[src/rtl/imem_loader_pkg.sv]
// Shared types and framing constants for the instruction-memory loader.
package imem_loader_pkg;

  typedef enum logic [2:0] {
    ST_IDLE,
    ST_LEN_LO,
    ST_LEN_HI,
    ST_DATA,
    ST_CHECK,
    ST_DONE,
    ST_ERR
  } state_e;

  localparam int unsigned HDR_BYTES  = 2;
  localparam int unsigned WORD_BYTES = 4;

endpackage

[src/rtl/imem_word_assembler.sv]
// Packs a little-endian byte stream into 32-bit words; word_valid marks the 4th byte.
module imem_word_assembler
  import imem_loader_pkg::*;
(
  input  logic        clock,
  input  logic        reset,
  input  logic        clear,
  input  logic        byte_en,
  input  logic [7:0]  byte_data,
  output logic [31:0] word,
  output logic        word_valid
);

  logic [1:0]  cnt_q, cnt_d;
  logic [23:0] buf_q, buf_d;

  // Bytes shift in from the top so the first byte of a word lands in [7:0].
  always_comb begin
    cnt_d      = cnt_q;
    buf_d      = buf_q;
    word       = {byte_data, buf_q};
    word_valid = byte_en && !clear && (cnt_q == 2'(WORD_BYTES - 1));
    if (clear) begin
      cnt_d = '0;
      buf_d = '0;
    end else if (byte_en) begin
      cnt_d = cnt_q + 2'd1;
      buf_d = {byte_data, buf_q[23:8]};
    end
  end

  always_ff @(posedge clock or negedge reset) begin
    if (!reset) begin
      cnt_q <= '0;
      buf_q <= '0;
    end else begin
      cnt_q <= cnt_d;
      buf_q <= buf_d;
    end
  end

endmodule

[src/rtl/imem_loader.sv]
// Boot loader: length-prefixed byte stream -> instruction-memory word writes.
// Optional trailing XOR checksum is enabled by defining IMEM_LOADER_CHECKSUM_EN.
module imem_loader
  import imem_loader_pkg::*;
#(
  parameter int unsigned ADDR_W = 8
) (
  input  logic              clock,
  input  logic              reset,
  input  logic              start,
  input  logic              byte_valid,
  input  logic [7:0]        byte_data,
  output logic              byte_ready,
  output logic              imem_we,
  output logic [ADDR_W-1:0] imem_addr,
  output logic [31:0]       imem_wdata,
  output logic              cpu_hold,
  output logic              busy,
  output logic              done,
  output logic              error
);

  localparam logic [16:0] MAX_WORDS = 17'd1 << ADDR_W;
`ifdef IMEM_LOADER_CHECKSUM_EN
  localparam state_e POST_DATA = ST_CHECK;
`else
  localparam state_e POST_DATA = ST_DONE;
`endif

  state_e            state_q, state_d;
  logic [15:0]       len_q, len_d;
  logic [ADDR_W-1:0] widx_q, widx_d;
  logic              we_q, we_d;
  logic [ADDR_W-1:0] addr_q, addr_d;
  logic [31:0]       wdata_q, wdata_d;
  logic              ready_q, hold_q, done_q, err_q;
  logic              accept, asm_clear, asm_en, word_valid;
  logic [31:0]       asm_word;
`ifdef IMEM_LOADER_CHECKSUM_EN
  logic [7:0]        csum_q, csum_d;
`endif

  assign accept = byte_valid && ready_q;
  assign asm_en = accept && (state_q == ST_DATA);

  imem_word_assembler u_asm (
    .clock      (clock),
    .reset      (reset),
    .clear      (asm_clear),
    .byte_en    (asm_en),
    .byte_data  (byte_data),
    .word       (asm_word),
    .word_valid (word_valid)
  );

  always_comb begin
    state_d   = state_q;
    len_d     = len_q;
    widx_d    = widx_q;
    we_d      = 1'b0;
    addr_d    = addr_q;
    wdata_d   = wdata_q;
    asm_clear = 1'b0;
`ifdef IMEM_LOADER_CHECKSUM_EN
    csum_d    = csum_q;
`endif
    case (state_q)
      ST_IDLE, ST_DONE, ST_ERR: begin
        if (start) begin
          state_d   = ST_LEN_LO;
          widx_d    = '0;
          asm_clear = 1'b1;
`ifdef IMEM_LOADER_CHECKSUM_EN
          csum_d    = '0;
`endif
        end
      end
      ST_LEN_LO: begin
        if (accept) begin
          len_d[7:0] = byte_data;
          state_d    = ST_LEN_HI;
        end
      end
      ST_LEN_HI: begin
        if (accept) begin
          len_d[15:8] = byte_data;
          if ({1'b0, byte_data, len_q[7:0]} > MAX_WORDS)
            state_d = ST_ERR;
          else if ({byte_data, len_q[7:0]} == 16'd0)
            state_d = POST_DATA;
          else
            state_d = ST_DATA;
        end
      end
      ST_DATA: begin
        if (accept) begin
`ifdef IMEM_LOADER_CHECKSUM_EN
          csum_d = csum_q ^ byte_data;
`endif
          if (word_valid) begin
            we_d    = 1'b1;
            addr_d  = widx_q;
            wdata_d = asm_word;
            widx_d  = widx_q + ADDR_W'(1);
            if ((17'(widx_q) + 17'd1) == {1'b0, len_q})
              state_d = POST_DATA;
          end
        end
      end
`ifdef IMEM_LOADER_CHECKSUM_EN
      ST_CHECK: begin
        if (accept)
          state_d = (byte_data == csum_q) ? ST_DONE : ST_ERR;
      end
`endif
      default: state_d = ST_IDLE;
    endcase
  end

  always_ff @(posedge clock or negedge reset) begin
    if (!reset) begin
      state_q <= ST_IDLE;
      len_q   <= '0;
      widx_q  <= '0;
      we_q    <= 1'b0;
      addr_q  <= '0;
      wdata_q <= '0;
      ready_q <= 1'b0;
      hold_q  <= 1'b0;
      done_q  <= 1'b0;
      err_q   <= 1'b0;
`ifdef IMEM_LOADER_CHECKSUM_EN
      csum_q  <= '0;
`endif
    end else begin
      state_q <= state_d;
      len_q   <= len_d;
      widx_q  <= widx_d;
      we_q    <= we_d;
      addr_q  <= addr_d;
      wdata_q <= wdata_d;
      // Status flags are registered from the next state so they track state_q exactly.
      ready_q <= (state_d == ST_LEN_LO) || (state_d == ST_LEN_HI) ||
                 (state_d == ST_DATA)   || (state_d == ST_CHECK);
      hold_q  <= (state_d != ST_IDLE) && (state_d != ST_DONE);
      done_q  <= (state_d == ST_DONE);
      err_q   <= (state_d == ST_ERR);
`ifdef IMEM_LOADER_CHECKSUM_EN
      csum_q  <= csum_d;
`endif
    end
  end

  assign byte_ready = ready_q;
  assign imem_we    = we_q;
  assign imem_addr  = addr_q;
  assign imem_wdata = wdata_q;
  assign cpu_hold   = hold_q;
  assign busy       = hold_q && !err_q;
  assign done       = done_q;
  assign error      = err_q;

endmodule

[config.mk]
export PLATFORM = sky130hd
export DESIGN_NAME = imem_loader
export DESIGN_NICKNAME = d
export VERILOG_FILES = /design/src/rtl/imem_loader_pkg.sv /design/src/rtl/imem_word_assembler.sv /design/src/rtl/imem_loader.sv
export SDC_FILE = /design/constraint.sdc
export NUM_CORES = 1
export LEC_CHECK = 0
export CAP_MARGIN = 20
export CELL_PAD_IN_SITES_DETAIL_PLACEMENT = 1
export CELL_PAD_IN_SITES_GLOBAL_PLACEMENT = 1
export CORE_ASPECT_RATIO = 2
export CORE_MARGIN = 2
export CORE_UTILIZATION = 46
export DETAILED_ROUTE_END_ITERATION = 7
export HOLD_SLACK_MARGIN = 0.05
export PLACE_DENSITY_LB_ADDON = 0.1
export RECOVER_POWER = 50
export REMOVE_ABC_BUFFERS = 1
export SETUP_SLACK_MARGIN = 0.15
export SYNTH_ARGS = -nofsm -noshare
export SYNTH_HDL_FRONTEND = slang
export SYNTH_HIERARCHICAL = 1
export SYNTH_SLANG_ARGS = --single-unit
[constraint.sdc]
create_clock -name clock -period 3.8 [get_ports clock]
set_clock_uncertainty 0.1 [all_clocks]
set_input_delay 1.14 -clock clock [delete_from_list [all_inputs] [get_ports clock]]
set_output_delay 1.14 -clock clock [all_outputs]
set_load 0.03 [all_outputs]
Yosys cells after proc, flatten, opt, wreduce, memory -nomap -nowiden
Cells that the tools add are included.
W data, S select, Z words.
- bits in registers: 98
- input bits: 12
- output and inout port bits: 46
- logic and storage cells: 77
- add/sub/neg operators: 3
- magnitude comparators: 1
- eq/ne operators: 17
- multiplexer cells: 22
- reductions and logical operators: 21
- operator list (cell ; number):
    $mux W24 ; 2
    $mux W3 ; 8
    $mux W8 ; 3
    $eq A9 B16 Y1 ; 1
    $gt A16 B9 Y1 const B ; 1
    $logic_not A16 Y1 ; 1
    $pmux W8 S2 ; 1
    $eq A3 B3 Y1 const B ; 5
    $eq A3 B2 Y1 const B ; 4
    $pmux W3 S4 ; 1
    $add A8 B1 Y9 const B ; 1
    $add A8 B1 Y8 const B ; 1
    $eq A3 B1 Y1 const B ; 2
    $logic_and A1 B1 Y1 ; 6
    $mux W1 ; 5
    $mux W2 ; 2
    $ne A2 B2 Y1 const B ; 2
    $reduce_and A2 Y1 ; 2
    $reduce_and A4 Y1 ; 1
    $reduce_bool A2 Y1 ; 2
    $logic_not A3 Y1 ; 1
    $logic_or A1 B1 Y1 ; 3
    $ne A3 B3 Y1 const B ; 1
    $reduce_and A3 Y1 ; 1
    other kinds (6) ; 7

Logic depth before layout (Yosys ltp)
- depth after elaboration: 13
- depth in mapped cells: 14
- gate-level depth less buffers: 9

Cells and area by module
The synthesis kept the hierarchy.
- by module, submodules not included (module ; times used ; cells each ; area an instance (µm²) ; sequential area each (µm²)):
    imem_loader ; 1 ; 343 ; 3315.7 ; 1801.7
    imem_word_assembler ; 1 ; 95 ; 1156.1 ; 650.6

Worst setup path before layout
OpenSTA, ideal clock, no wires.
- path type: input -> register
- from: input port byte_valid
- to: register widx_q[7]
- library setup time: 129 ps
- data arrival time: 2717 ps
- required time: 3571 ps
- setup slack: 854 ps
- stages on the path: 12
- buffers on the path: 3
- cells stage by stage: nand2_1 -> nor2_1 -> buf_6 -> buf_12 -> nand2_1 -> nor2_1 -> nand3_1 -> or2_1 -> clkbuf_1 -> o21a_1 -> o21ai_0 -> o41ai_1
- cells in the longest elaborated chain, start to end: 6
- elaborated cells between the ends (all ways): 7
- those cells by class: eq/ne (2); reduce/logical (5)
- ends and longest elaborated chain (item ; RTL line ; text):
    start: declaration ; imem_loader.sv:11 ; input logic byte_valid,
    $logic_and A1 B1 Y1 ; imem_loader.sv:43 ; assign accept = byte_valid && ready_q;
    $logic_and A1 B1 Y1 ; imem_loader.sv:44 ; assign asm_en = accept && (state_q == ST_DATA);
    via asm_en ; imem_loader.sv:37 ; logic accept, asm_clear, asm_en, word_valid;
    $logic_and A1 B1 Y1 (2 in a row) ; imem_word_assembler.sv:22 ; word_valid = byte_en && !clear && (cnt_q == 2'(WORD_BYTES - 1));
    via word_valid ; imem_loader.sv:37 ;
    $ne A2 B1 Y1 (no line) ; n/a ;
    $reduce_and A4 Y1 (no line) ; n/a ;
    end signal: assignment ; imem_loader.sv:138 ; widx_q <= widx_d;
    end: declaration ; imem_loader.sv:32 ; logic [ADDR_W-1:0] widx_q, widx_d;
The timed path passes the listed nets, and every way through them passes these cells.
A chain may end at the register's enable or synchronous reset.

Worst setup path in the final report
- from: input port byte_valid
- to: register hold_q (netlist: cpu_hold)
- cells in the longest elaborated chain, start to end: 9
- elaborated cells between the ends (all ways): 12
- those cells by class: eq/ne (1); mux (5); reduce/logical (6)
- ends and longest elaborated chain (item ; RTL line ; text):
    $logic_and A1 B1 Y1 * ; imem_loader.sv:43 ;
    $logic_and A1 B1 Y1 * ; imem_loader.sv:44 ;
    via asm_en ; imem_loader.sv:37 ;
    $logic_and A1 B1 Y1 * (2 in a row) ; imem_word_assembler.sv:22 ;
    via word_valid ; imem_loader.sv:37 ;
    $mux W3 * ; imem_loader.sv:100 ; if (word_valid) begin
    $mux W3 * ; imem_loader.sv:96 ; if (accept) begin
    $pmux W3 S4 * ; imem_loader.sv:67 ; case (state_q)
    $ne A3 B3 Y1 / $reduce_bool A3 Y1 (equally long branches) ; imem_loader.sv:145 ; hold_q <= (state_d != ST_IDLE) && (state_d != ST_DONE);
    $logic_and A1 B1 Y1 * ; imem_loader.sv:145 ;
    end signal: assignment ; imem_loader.sv:145 ;
    end: declaration ; imem_loader.sv:36 ; logic ready_q, hold_q, done_q, err_q;
The timed path passes the listed nets; every way through them passes the cells marked *.

==> results.md <==
- Grt ovf: 0
- Worst Path Arrival: between 3000 and 4000 ps
- Root Buffer: clkbuf_16
- Vias in the first global route: 3568
- Setup CP Type: input pin to register
- Chip Height: 143 um
- Site Rows: 50
- Clock power share: 0.280
- Total die area: 10600 um2
- Fin crit share: 0.862
- Detailed Route Iter0 Violations: 112
- DR WL/cell: 18.0 um
- Global placement routability congestion: 0.866
- Core area: 9380 um2
- Pint: 2180 uW
- Post-synth EDFFs: 0
- Failing checks: max-capacitance violations, max-slew violations
- Flip-flop and latch count after synthesis: a little under 100
- Minimum clock period after layout: 3280 ps
- Ant. Diodes: 0
- FFs w/ async S/R, synth: 1.00
- DRC violations left: 0
- Via count: 3274
- Outcome: complete, but fails checks
- Worst Path Required: 3890 ps
- DP HPWL: 7770 um
- Post-CTS Resized: 0
- Setup bufs post-CTS: 0
- Total Wirelength: 10800 um
- Clock Latency Late Sink: 340 ps
- Crit Path Max Fanout: 4
- Synth Warn #: 6
- P&R area growth vs syn: 19.7%
- Max Fclk: 0.305 GHz
- Clock-pin slew on the worst setup and hold paths: about 60 ps
- Io pins: 58
- Max-slew violation count: 63
- H-tree depth: 3
- CP startpoint kind: input pin
- I/O Buffers: between 50 and 60
- CTS tree: yes
- CTS sink count: 98
- Die width: 73.7 um
- Hold buffer count at cts: 0
- DRT Pass-1 Iters: 4
- Hold Fails Final Rpt: 0
- Post-synth cell types: 53
- Gate power share: 0.262
- Register share of total power: 0.459
- Final hold slack: ~370 ps
- Global-route wire length before repair: ~18000 um
- Final cell count without fillers: 598
- Switching share of power: 0.333
- Unrepaired setup endpoints after global routing: no
- Initial antenna violation count: 0
- Net count, final: 503
- # setup viols final: 0
- Mean post-synth cell area: 10.2 um2
- Post-DRT Antenna Nets: 0
- GRT Overall Usage: 0.223
- Seq/Total Area, Yosys: 0.548
- Psw: 1090 uW
- Max_cap viols: 1
- Largest net degree at the start of global routing: 63
- Power per cell area: 610 nW/um2
- Nature of the critical path endpoint: register
- Max VDD drop: 345 uV
- Clk buf depth: 2
- Initial Util: 0.477
- Synth Cell Area: 4470 um2
- Layout cells sized above 1: 0.119
- Synth Instances: 438
- Hold Crit Class: register to register
- CTS buffer count: 9
- Placed cells: slightly below 600
- Slew @ Worst Pin: approximately 1500 ps
- Leak Pwr: 0.00255 uW
- Via-to-Cell Ratio: 5.47
- Most used DFF post-synth: dfrtp_1
- Worst rel slew slack: -0.0329
[per-stage QoR]
stage          total power (uW)  worst slack [ps]  utilization  setup TNS [ps]  cell area [um2]
2_1_floorplan              2070             -1100            -          -51470             4260
3_3_place_gp               2340               376        0.541               0             5070
3_5_place_dp               2380               293        0.541               0             5070
4_1_cts                    3310               600        0.572               0             5370
5_1_grt                    3440               348        0.571               0             5350
6_report                   3270               524        0.571               0             5350
[placed cells by master (no fill, tap or decap), types with 2 or more instances in the layout]
cell / netlist / layout
clkdlybuf4s50_1: 0 / 40
ha_1: 2 / 2
nand3_1: 6 / 6
o21a_1: 3 / 3
nor4_1: 3 / 3
or3_1: 2 / 2
mux2_2: 16 / 16
nand4_1: 4 / 4
a21oi_1: 4 / 4
a221oi_1: 2 / 2
o22ai_1: 2 / 2
nand2b_1: 4 / 4
xor2_1: 6 / 6
nand2_1: 134 / 134
buf_4: 9 / 8
nor4_2: 3 / 3
clkbuf_16: 0 / 9
nor2_2: 1 / 2
clkinv_4: 0 / 2
and3_1: 2 / 2
nor3_1: 6 / 6
clkbuf_1: 5 / 6
nor2b_1: 2 / 2
nor2_1: 35 / 33
mux2i_1: 26 / 26
inv_1: 3 / 3
dlygate4sd3_1: 0 / 16
o21ai_0: 14 / 14
dfrtp_1: 98 / 98
xnor2_1: 6 / 6
[worst paths after layout]
kind	from	endpoint	slack, ps	cells past startpoint
min in group asynchronous	reset	u_asm/buf_q[5]	1080	1
worst min register to register	imem_addr[6]	imem_addr[6]	370	2
max in group asynchronous	reset	imem_addr[7]	1090	2
worst max register to register	state_q[1]	cpu_hold	1340	9
worst max-delay path	byte_valid	cpu_hold	520	10
worst min-delay path	imem_addr[6]	imem_addr[6]	370	2
[layout make-up]
class | count | area, um2
flip-flops and latches | 98 | 2450
clock inverters | 5 | 63.8
inverters | 4 | 15.0
well taps | 104 | 130
fillers | 1030 | 4030
multi-input cells | 306 | 1800
clock buffers | 11 | 233
repair buffers | 70 | 661
[power by group through the flow]
stage / combinational, uW / clock, uW / sequential [uW]
after detailed placement: 863 / 0 / 1520
after global routing: 933 / 973 / 1540
after global placement: 833 / 0 / 1500
final: 855 / 914 / 1500
after floorplan: 588 / 0 / 1480
after CTS: 872 / 933 / 1500
[logic make-up (layout without fill, tap and decap cells)]
family	after synthesis	count (layout)	share of synthesized area
AO/OA/AOI/OAI	36	36	0.0543
XOR/XNOR	12	12	0.0235
adder cells (fa/ha/maj)	2	2	0.00560
buffers and inverters	34	90	0.0515
flip-flops	98	98	0.548
multiplexers	42	42	0.0985
AND/OR/NAND/NOR	214	214	0.218
[registers in the layout, indices dropped and copies added, names as in the netlist, 2 cells and up]
register / cells
u_asm/cnt_q: 2
len_q: 16
imem_wdata: 32
imem_addr: 8
state_q: 3
widx_q: 8
u_asm/buf_q: 24
[layer usage]
| layer | up-vias | routed length [um] | track usage | share of wire |
|---|---|---|---|---|
| li1 | 1542 | - | - | - |
| met1 | 1668 | 4190 | 0.263 | 0.39 |
| met2 | 49 | 6200 | 0.404 | 0.57 |
| met3 | 15 | 216 | 0.0259 | 0.020 |
| met4 | 0 | 178 | 0.0794 | 0.016 |
| met5 | - | 0 | 0 | 0 |
[synth_stat cells, drive strengths merged, types with 5 or more instances]
cell / n / area, um2
buf: 25 / 196
nand2b: 5 / 38.8
xnor2: 6 / 52.6
nand2: 134 / 503
nand3: 7 / 40.0
nand4: 5 / 37.5
nor4: 7 / 77.6
clkbuf: 5 / 18.8
mux2i: 26 / 260
mux2: 16 / 180
nor2: 36 / 138
o21ai: 15 / 75.1
dfrtp: 98 / 2450
xor2: 6 / 52.6
nor3: 8 / 56.3
[worst max-delay path, stage by stage]
cell	delay, ps
dlygate4sd3_1	640
nand2_1	220
nor2_4	160
nand2_1	60
nor2_1	100
nand3_1	120
nor3_1	290
nand3_1	140
nor4_2	380
a221oi_1	140
Note: power is estimated with default switching activity, not from simulation.
